### config.mk
export PLATFORM = sky130hd
export DESIGN_NAME = alu_reservation_station_flat
export DESIGN_NICKNAME = d
export VERILOG_FILES = /design/src/rtl/alu_reservation_station_if.sv /design/src/rtl/alu_reservation_station.sv /design/src/flat_wrapper.sv
export SDC_FILE = /design/constraint.sdc
export NUM_CORES = 1
export LEC_CHECK = 0
export CORE_MARGIN = 2
export CORE_UTILIZATION = 40
export CTS_CLUSTER_DIAMETER = 100
export DETAILED_ROUTE_END_ITERATION = 6
export SLEW_MARGIN = 25
export SYNTH_ARGS = -nofsm -noshare
export SYNTH_HDL_FRONTEND = slang
export SYNTH_SLANG_ARGS = --single-unit
### constraint.sdc
create_clock -name clk -period 24.7 [get_ports clk]
set_input_delay 4.94 -clock clk [delete_from_list [all_inputs] [get_ports clk]]
set_output_delay 4.94 -clock clk [all_outputs]
set_load 0.05 [all_outputs]
### src/rtl/alu_reservation_station_if.sv
// Dispatch, CDB and issue signals of the ALU reservation station.
// The station is the slave; the dispatch/CDB/ALU side is the master.
interface alu_reservation_station_if #(
  parameter int unsigned DATA_W = 32,
  parameter int unsigned SEL_W  = 4,
  parameter int unsigned TAG_W  = 4
);
  logic              disp_valid;
  logic              disp_ready;
  logic [SEL_W-1:0]  disp_opsel;
  logic [4:0]        disp_shamt;
  logic [TAG_W-1:0]  disp_dest_tag;
  logic              disp_src1_rdy;
  logic              disp_src2_rdy;
  logic [DATA_W-1:0] disp_src1_val;
  logic [DATA_W-1:0] disp_src2_val;
  logic [TAG_W-1:0]  disp_src1_tag;
  logic [TAG_W-1:0]  disp_src2_tag;

  logic              cdb_valid;
  logic [TAG_W-1:0]  cdb_tag;
  logic [DATA_W-1:0] cdb_data;

  logic              iss_valid;
  logic              iss_ready;
  logic [DATA_W-1:0] iss_operand1;
  logic [DATA_W-1:0] iss_operand2;
  logic [4:0]        iss_shamt;
  logic [SEL_W-1:0]  iss_opsel;
  logic [TAG_W-1:0]  iss_dest_tag;

  modport master (
    output disp_valid, disp_opsel, disp_shamt, disp_dest_tag,
           disp_src1_rdy, disp_src2_rdy, disp_src1_val, disp_src2_val,
           disp_src1_tag, disp_src2_tag,
           cdb_valid, cdb_tag, cdb_data, iss_ready,
    input  disp_ready, iss_valid, iss_operand1, iss_operand2,
           iss_shamt, iss_opsel, iss_dest_tag
  );

  modport slave (
    input  disp_valid, disp_opsel, disp_shamt, disp_dest_tag,
           disp_src1_rdy, disp_src2_rdy, disp_src1_val, disp_src2_val,
           disp_src1_tag, disp_src2_tag,
           cdb_valid, cdb_tag, cdb_data, iss_ready,
    output disp_ready, iss_valid, iss_operand1, iss_operand2,
           iss_shamt, iss_opsel, iss_dest_tag
  );
endinterface

### src/rtl/alu_reservation_station.sv
// Reservation station in front of the ALU: buffers ops, snoops the CDB, issues one ready op per cycle.
// Define RS_OLDEST_FIRST_EN to pick the oldest eligible entry (age matrix) instead of the lowest index.
module alu_reservation_station #(
  parameter int unsigned DATA_W = 32,
  parameter int unsigned SEL_W  = 4,
  parameter int unsigned TAG_W  = 4,
  parameter int unsigned DEPTH  = 4
) (
  input  logic                      clk,
  input  logic                      reset,
  input  logic                      flush,
  alu_reservation_station_if.slave  rs
);

  localparam int unsigned SHAMT_W = 5;
  localparam int unsigned IDX_W   = (DEPTH > 1) ? $clog2(DEPTH) : 1;

  typedef struct packed {
    logic              valid;
    logic [SEL_W-1:0]  opsel;
    logic [SHAMT_W-1:0] shamt;
    logic [TAG_W-1:0]  dest;
    logic              s1_rdy;
    logic [TAG_W-1:0]  s1_tag;
    logic [DATA_W-1:0] s1_val;
    logic              s2_rdy;
    logic [TAG_W-1:0]  s2_tag;
    logic [DATA_W-1:0] s2_val;
  } entry_t;

  typedef struct packed {
    logic [DATA_W-1:0]  operand1;
    logic [DATA_W-1:0]  operand2;
    logic [SHAMT_W-1:0] shamt;
    logic [SEL_W-1:0]   opsel;
    logic [TAG_W-1:0]   dest;
  } iss_t;

  entry_t           ent_q [DEPTH];
  entry_t           ent_d [DEPTH];
  iss_t             iss_q, iss_d;
  logic             iss_valid_q, iss_valid_d;

  logic [DEPTH-1:0] valid_vec;
  logic [DEPTH-1:0] elig_vec;
  logic [IDX_W-1:0] free_idx;
  logic [IDX_W-1:0] sel_idx;
  logic             disp_rdy;
  logic             disp_fire;
  logic             iss_load;
  entry_t           new_ent;

  // Occupancy and eligibility come from registered state only
  always_comb begin
    valid_vec = '0;
    elig_vec  = '0;
    for (int i = 0; i < DEPTH; i++) begin
      valid_vec[i] = ent_q[i].valid;
      elig_vec[i]  = ent_q[i].valid && ent_q[i].s1_rdy && ent_q[i].s2_rdy;
    end
  end

  always_comb begin
    logic found;
    found    = 1'b0;
    free_idx = '0;
    for (int i = 0; i < DEPTH; i++) begin
      if (!valid_vec[i] && !found) begin
        free_idx = IDX_W'(i);
        found    = 1'b1;
      end
    end
  end

  assign disp_rdy  = ~&valid_vec;
  assign disp_fire = rs.disp_valid && disp_rdy && !flush;
  assign iss_load  = !iss_valid_q || rs.iss_ready;

`ifdef RS_OLDEST_FIRST_EN
  // age_q[i][j] set: entry i was dispatched before entry j
  logic [DEPTH-1:0] age_q [DEPTH];
  logic [DEPTH-1:0] age_d [DEPTH];

  always_comb begin
    logic has_older;
    logic found;
    has_older = 1'b0;
    found     = 1'b0;
    sel_idx   = '0;
    for (int i = 0; i < DEPTH; i++) begin
      has_older = 1'b0;
      for (int j = 0; j < DEPTH; j++) begin
        if ((j != i) && elig_vec[j] && age_q[j][i]) has_older = 1'b1;
      end
      if (elig_vec[i] && !has_older && !found) begin
        sel_idx = IDX_W'(i);
        found   = 1'b1;
      end
    end
  end

  always_comb begin
    for (int i = 0; i < DEPTH; i++) age_d[i] = age_q[i];
    if (disp_fire) begin
      for (int j = 0; j < DEPTH; j++) age_d[j][free_idx] = valid_vec[j];
      age_d[free_idx] = '0;
    end
  end

  always_ff @(posedge clk or posedge reset) begin
    if (reset) begin
      for (int i = 0; i < DEPTH; i++) age_q[i] <= '0;
    end else begin
      for (int i = 0; i < DEPTH; i++) age_q[i] <= age_d[i];
    end
  end
`else
  always_comb begin
    logic found;
    found   = 1'b0;
    sel_idx = '0;
    for (int i = 0; i < DEPTH; i++) begin
      if (elig_vec[i] && !found) begin
        sel_idx = IDX_W'(i);
        found   = 1'b1;
      end
    end
  end
`endif

  // Incoming entry, with a same-cycle CDB match captured so no wakeup is lost
  always_comb begin
    new_ent        = '0;
    new_ent.valid  = 1'b1;
    new_ent.opsel  = rs.disp_opsel;
    new_ent.shamt  = rs.disp_shamt;
    new_ent.dest   = rs.disp_dest_tag;
    new_ent.s1_rdy = rs.disp_src1_rdy;
    new_ent.s1_tag = rs.disp_src1_tag;
    new_ent.s1_val = rs.disp_src1_val;
    new_ent.s2_rdy = rs.disp_src2_rdy;
    new_ent.s2_tag = rs.disp_src2_tag;
    new_ent.s2_val = rs.disp_src2_val;
    if (rs.cdb_valid && !rs.disp_src1_rdy && (rs.disp_src1_tag == rs.cdb_tag)) begin
      new_ent.s1_rdy = 1'b1;
      new_ent.s1_val = rs.cdb_data;
    end
    if (rs.cdb_valid && !rs.disp_src2_rdy && (rs.disp_src2_tag == rs.cdb_tag)) begin
      new_ent.s2_rdy = 1'b1;
      new_ent.s2_val = rs.cdb_data;
    end
  end

  // Issue, wakeup and dispatch; flush overrides everything
  always_comb begin
    for (int i = 0; i < DEPTH; i++) ent_d[i] = ent_q[i];
    iss_d       = iss_q;
    iss_valid_d = iss_valid_q;

    if (iss_load) begin
      if (|elig_vec) begin
        iss_d.operand1        = ent_q[sel_idx].s1_val;
        iss_d.operand2        = ent_q[sel_idx].s2_val;
        iss_d.shamt           = ent_q[sel_idx].shamt;
        iss_d.opsel           = ent_q[sel_idx].opsel;
        iss_d.dest            = ent_q[sel_idx].dest;
        iss_valid_d           = 1'b1;
        ent_d[sel_idx].valid  = 1'b0;
      end else begin
        iss_valid_d = 1'b0;
      end
    end

    if (rs.cdb_valid) begin
      for (int i = 0; i < DEPTH; i++) begin
        if (ent_q[i].valid && !ent_q[i].s1_rdy && (ent_q[i].s1_tag == rs.cdb_tag)) begin
          ent_d[i].s1_rdy = 1'b1;
          ent_d[i].s1_val = rs.cdb_data;
        end
        if (ent_q[i].valid && !ent_q[i].s2_rdy && (ent_q[i].s2_tag == rs.cdb_tag)) begin
          ent_d[i].s2_rdy = 1'b1;
          ent_d[i].s2_val = rs.cdb_data;
        end
      end
    end

    if (disp_fire) ent_d[free_idx] = new_ent;

    if (flush) begin
      for (int i = 0; i < DEPTH; i++) ent_d[i].valid = 1'b0;
      iss_valid_d = 1'b0;
    end
  end

  always_ff @(posedge clk or posedge reset) begin
    if (reset) begin
      for (int i = 0; i < DEPTH; i++) ent_q[i] <= '0;
      iss_q       <= '0;
      iss_valid_q <= 1'b0;
    end else begin
      for (int i = 0; i < DEPTH; i++) ent_q[i] <= ent_d[i];
      iss_q       <= iss_d;
      iss_valid_q <= iss_valid_d;
    end
  end

  assign rs.disp_ready   = disp_rdy;
  assign rs.iss_valid    = iss_valid_q;
  assign rs.iss_operand1 = iss_q.operand1;
  assign rs.iss_operand2 = iss_q.operand2;
  assign rs.iss_shamt    = iss_q.shamt;
  assign rs.iss_opsel    = iss_q.opsel;
  assign rs.iss_dest_tag = iss_q.dest;

endmodule

### src/flat_wrapper.sv
// flat-port wrapper written by rule: the top's interface ports become plain ports
module alu_reservation_station_flat 
#(
  parameter int unsigned DATA_W = 32,
  parameter int unsigned SEL_W  = 4,
  parameter int unsigned TAG_W  = 4,
  parameter int unsigned DEPTH  = 4
)
  (clk, reset, flush, rs_disp_valid, rs_disp_opsel, rs_disp_shamt, rs_disp_dest_tag, rs_disp_src1_rdy, rs_disp_src2_rdy, rs_disp_src1_val, rs_disp_src2_val, rs_disp_src1_tag, rs_disp_src2_tag, rs_cdb_valid, rs_cdb_tag, rs_cdb_data, rs_iss_ready, rs_disp_ready, rs_iss_valid, rs_iss_operand1, rs_iss_operand2, rs_iss_shamt, rs_iss_opsel, rs_iss_dest_tag);
  alu_reservation_station_if #(.DATA_W(DATA_W), .SEL_W(SEL_W), .TAG_W(TAG_W)) rs_i ();
  input  logic clk;
  input  logic reset;
  input  logic flush;
  input wire logic [$bits(rs_i.disp_valid)-1:0] rs_disp_valid;
  input wire logic [$bits(rs_i.disp_opsel)-1:0] rs_disp_opsel;
  input wire logic [$bits(rs_i.disp_shamt)-1:0] rs_disp_shamt;
  input wire logic [$bits(rs_i.disp_dest_tag)-1:0] rs_disp_dest_tag;
  input wire logic [$bits(rs_i.disp_src1_rdy)-1:0] rs_disp_src1_rdy;
  input wire logic [$bits(rs_i.disp_src2_rdy)-1:0] rs_disp_src2_rdy;
  input wire logic [$bits(rs_i.disp_src1_val)-1:0] rs_disp_src1_val;
  input wire logic [$bits(rs_i.disp_src2_val)-1:0] rs_disp_src2_val;
  input wire logic [$bits(rs_i.disp_src1_tag)-1:0] rs_disp_src1_tag;
  input wire logic [$bits(rs_i.disp_src2_tag)-1:0] rs_disp_src2_tag;
  input wire logic [$bits(rs_i.cdb_valid)-1:0] rs_cdb_valid;
  input wire logic [$bits(rs_i.cdb_tag)-1:0] rs_cdb_tag;
  input wire logic [$bits(rs_i.cdb_data)-1:0] rs_cdb_data;
  input wire logic [$bits(rs_i.iss_ready)-1:0] rs_iss_ready;
  output wire logic [$bits(rs_i.disp_ready)-1:0] rs_disp_ready;
  output wire logic [$bits(rs_i.iss_valid)-1:0] rs_iss_valid;
  output wire logic [$bits(rs_i.iss_operand1)-1:0] rs_iss_operand1;
  output wire logic [$bits(rs_i.iss_operand2)-1:0] rs_iss_operand2;
  output wire logic [$bits(rs_i.iss_shamt)-1:0] rs_iss_shamt;
  output wire logic [$bits(rs_i.iss_opsel)-1:0] rs_iss_opsel;
  output wire logic [$bits(rs_i.iss_dest_tag)-1:0] rs_iss_dest_tag;
  assign rs_i.disp_valid = rs_disp_valid;
  assign rs_i.disp_opsel = rs_disp_opsel;
  assign rs_i.disp_shamt = rs_disp_shamt;
  assign rs_i.disp_dest_tag = rs_disp_dest_tag;
  assign rs_i.disp_src1_rdy = rs_disp_src1_rdy;
  assign rs_i.disp_src2_rdy = rs_disp_src2_rdy;
  assign rs_i.disp_src1_val = rs_disp_src1_val;
  assign rs_i.disp_src2_val = rs_disp_src2_val;
  assign rs_i.disp_src1_tag = rs_disp_src1_tag;
  assign rs_i.disp_src2_tag = rs_disp_src2_tag;
  assign rs_i.cdb_valid = rs_cdb_valid;
  assign rs_i.cdb_tag = rs_cdb_tag;
  assign rs_i.cdb_data = rs_cdb_data;
  assign rs_i.iss_ready = rs_iss_ready;
  assign rs_disp_ready = rs_i.disp_ready;
  assign rs_iss_valid = rs_i.iss_valid;
  assign rs_iss_operand1 = rs_i.iss_operand1;
  assign rs_iss_operand2 = rs_i.iss_operand2;
  assign rs_iss_shamt = rs_i.iss_shamt;
  assign rs_iss_opsel = rs_i.iss_opsel;
  assign rs_iss_dest_tag = rs_i.iss_dest_tag;
  alu_reservation_station #(.DATA_W(DATA_W), .SEL_W(SEL_W), .TAG_W(TAG_W), .DEPTH(DEPTH)) u_core (.clk(clk), .reset(reset), .flush(flush), .rs(rs_i));
endmodule
# Word level (Yosys, flattened, before mapping)
# Cells that the tools add are included.
[word_totals]
regBits = 430
input_bits = 129
out_inout_bits = 79
word_cells = 189
[op_classes]
n_bitwise = 2
eq_ne = 10
reduce_logical = 64
mux = 63
magnitude_cmp = 4
[ops]
columns = ["operator", "n"]
rows = [
  ["$mux 352", 3],
  ["$bwmux 352", 2],
  ["$mux 32", 14],
  ["$demux 88 s2", 2],
  ["$bmux 88 s2", 1],
  ["$mux 88", 2],
  ["$mux 87", 2],
  ["$mux 33", 4],
  ["$eq 4x4->1", 10],
  ["$logic_and 1x1->1", 38],
  ["$mux 1", 29],
  ["$logic_not 1->1", 21],
  ["$mux 2", 4],
  ["$ge 3x3->1 const B", 2],
  ["$lt 3x1->1 const B", 2],
  ["$not 2->3", 2],
  ["$reduce_and 4->1", 1],
  ["$reduce_or 4->1", 1],
  ["$reduce_and 2->1", 1],
  ["$reduce_bool 2->1", 1],
  ["$logic_or 1x1->1", 1],
]

# Longest topological paths before layout
[logic_depth]
word_depth = 25
mapped_depth = 9
mapped_depth_nobuf = 5

# Least setup slack after synthesis
# OpenSTA, ideal clock, no wires.
[synth_timing]
kind = "input port to flip-flop"
start = "input port rs_cdb_tag[3]"
end = "register u_core.ent_q[303] (netlist name)"
t_required_ns = 24.577
path_stages = 8
n_path_buf = 3
setup_time_ns = 0.123
path_slack_ns = 18.178
arrival_time_ns = 6.400
path_cell_list = "buf_4 inv_1 a222oi_1 nor4b_2 buf_6 a21oi_4 clkbuf_8 o221a_2"
[synth_lines]
columns = ["item", "line", "source"]
rows = [
  ["from (decl)", "flat_wrapper.sv:25", "input wire logic [$bits(rs_i.cdb_tag)-1:0] rs_cdb_tag;"],
]

==> qor.csv <==
metric,value,unit
status,completed,
Setup TNS Final,0,ns
GRT Resource Usage Total,27.6,%
Final ANT Viol Nets,0,
most area-hungry cell type in the Yosys netlist,dfrtp_1,
Sequential cell area,10800,um2
Post-CTS Hold Buffers,0,
clk buf depth,3,
"Max FO, Critical Path",102,
final clock skew,0.0245,ns
Critical Path RT,25.22,ns
CTS tree,done,
FILL cells,4784,
setup violators final,0,
initial antenna violation count,2,
most common cell in the synthesized netlist,dfrtp_1,
critical path launch point type,input port,
Comb pwr share,27.6,%
area grow syn2layout,19.1,%
Yosys warnings,0,
RSZ-0062 raised after global routing,false,
"CTS clk-pin slew, worst paths",0.06,ns
routability cong.,0.820,
Crit. Startpoint,rs_cdb_tag[1],
post-CTS resize count,0,
Internal Power,1.56,mW
Pwr Total,2.35,mW
switching pwr,0.791,mW
TritonRoute pass-1 iters,6,
Die Area,54500,um2
Final Hold Viols,0,
first-pass GRT wire length,114000,um
Worst slew margin,26.0,%
crit path max-delay cell type,clkdlybuf4s50_1,
layout cells sized above 1,18.0,%
P_leak,10.6,nW
RR Startpoint,u_core.ent_q[175],
VDD IR-drop max,0.0657,mV
min-delay src,u_core.ent_q[82],
"Critical Path, Cell by Cell",clkdlybuf4s50_1 -> inv_2 -> a222oi_1 -> nor4b_4 -> buf_4 -> or2b_2 -> o221a_2,
Critical Path Sink Type,flip-flop,
"Worst Path Class, Setup",in -> reg,
largest net degree at the start of global routing,180,
syn_area_per_cell,10.1,um2
routed len/inst,26.5,um
fin crit share,32.5,%
multi-input logic area,9250,um2
cell family with most CP delay,buffers and inverters,
synth unique cells,49,
die width,233,um
postcts setup bufs,0,
worst path bufs/invs,3,
Final nets,2267,
CTS root buffer,clkbuf_16,
Rows,84,
IO Port Bufs,207,
area of the mapped netlist,21100,um2
fin crit period,8.03,ns
via count,18100,
Boundary Pins,208,
Critical Path Max Stage Delay,0.87,ns
total grt overflow,0,
Mapped Nets,2211,
Cell Pwr Density,93.7,nW/um2
clock sink count,430,
max_cap viols,0,
DRC,0,
initial core utilization,40.2,%
clock share of power,31.7,%
"flops & latches, synth",430,
Synth top area share,51.1,%
CTS H-Tree Depth,2,
asr flop ratio synth,100,%
"Clk Latency, worst-skew pair",0.60,ns
ys flop type,dfrtp_1,
f_max,0.125,GHz
Post-synth EDFFs,0,
DP HPWL,40800,um
Die H,233,um
drt initial violations,2078,
"Data arrival, critical path",8.55,ns
class of the worst hold path,reg -> reg,
"top cells by area, synth","dfrtp_1 (51%), o221a_2 (12%), or3_1 (6.7%)",
final slew viol count,0,
Avg Vias per Cell,6.34,
final wirelength,75800,um
Seq pwr share,40.7,%
Synth top cells by count,"dfrtp_1 (430), nand2_1 (345), or3_1 (224)",
Mapped Cells,2082,
number of global-route vias before repair,18400,
Core Area,52300,um2
Worst-Margin Slew,1.11,ns
total CTS buffers,49,
switching share of power,33.6,%
post-synthesis sequential area ratio,51.1,%
-- state kept, by name, indices dropped and copies added, names as in the netlist --
register and flops:
u_core.ent_q 352, u_core.rs.iss_operand1 32, u_core.rs.iss_operand2 32, u_core.rs.iss_shamt 5, u_core.rs.iss_dest_tag 4, u_core.rs.iss_opsel 4, u_core.rs.iss_valid 1
-- cells in the final DEF, fill, tap and decap left out, types with 32 or more instances in the layout --
cell,n
dfrtp_1,430
nand2_1,341
or3_1,224
o221a_2,219
clkdlybuf4s50_1,207
a21oi_1,174
o21ai_0,77
and3_1,61
o22a_1,60
clkbuf_16,51
inv_1,38
o32ai_1,32
-- metal layers --
metal,share of wire (%),vias to the layer above,routed length [um],GRT usage [%]
met5,0.016,-,12,0
met4,2.6,4,1990,8.66
met3,8.7,151,6590,5.68
met2,46,910,34900,43.2
met1,43,9278,32300,38.3
li1,-,7788,-,-
-- final timing paths --
| path | slack [ns] | end | depth (start not counted) |
|---|---|---|---|
| min in group asynchronous | 4.83 | u_core.ent_q[109] | 2 |
| setup reg to reg | 21.19 | u_core.rs.iss_operand1[20] | 7 |
| hold reg to reg | 0.47 | u_core.ent_q[82] | 2 |
| setup / recovery | 16.67 | u_core.ent_q[329] | 7 |
| hold / removal | 0.47 | u_core.ent_q[82] | 2 |
| max in group asynchronous | 16.88 | u_core.ent_q[127] | 6 |
-- layout make-up --
| class | instances | area share, % |
|---|---|---|
| diodes | 1 | 0.00997 |
| clock buffers | 73 | 5.89 |
| clock inverters | 13 | 0.593 |
| inverters | 40 | 0.628 |
| multi-input cells | 1375 | 36.9 |
| flip-flops and latches | 430 | 42.9 |
| well taps | 688 | 3.43 |
| repair buffers | 242 | 9.70 |
-- worst reg2reg max path, stage by stage (launching register included) --
cell,delay [ns]
dfrtp_1,0.59
nand3_4,0.11
buf_6,0.37
a41oi_4,0.61
buf_4,0.59
buf_4,0.68
o21ai_0,0.24
o22a_1,0.21
-- cells by family after synthesis --
group,after synthesis,share of synthesized area [%]
muxes,21,1.12
AOI/OAI and AO/OA,619,23.9
DFF,430,51.1
xor gates and xnor gates,34,1.41
and+or+nand+nor,701,16.7
buffers and inverters,277,5.79
-- through the flow --
stage | hold WS [ns] | util [%] | cells | cell area [um2] | worst slack, ns
global route | 0.493 | 47.9 | 2861 | 25100 | 16.40
floorplan | 0.437 | - | 2082 | 21100 | 7.79
global placement | 0.455 | 44.6 | 2771 | 23300 | 15.70
detailed placement | 0.456 | 44.7 | 2773 | 23400 | 15.65
CTS | 0.470 | 47.8 | 2859 | 25000 | 16.28
finish | 0.469 | 47.9 | 2862 | 25100 | 16.67
-- power by group through the flow --
stage / sequential [mW] / clock (mW) / combinational (mW)
global placement: 0.963 / 0 / 0.638
detailed placement: 0.966 / 0 / 0.648
floorplan: 1.15 / 0 / 0.225
global route: 0.971 / 0.785 / 0.685
CTS: 0.955 / 0.756 / 0.650
finish: 0.957 / 0.745 / 0.649
(Power assumes the default switching activity.)
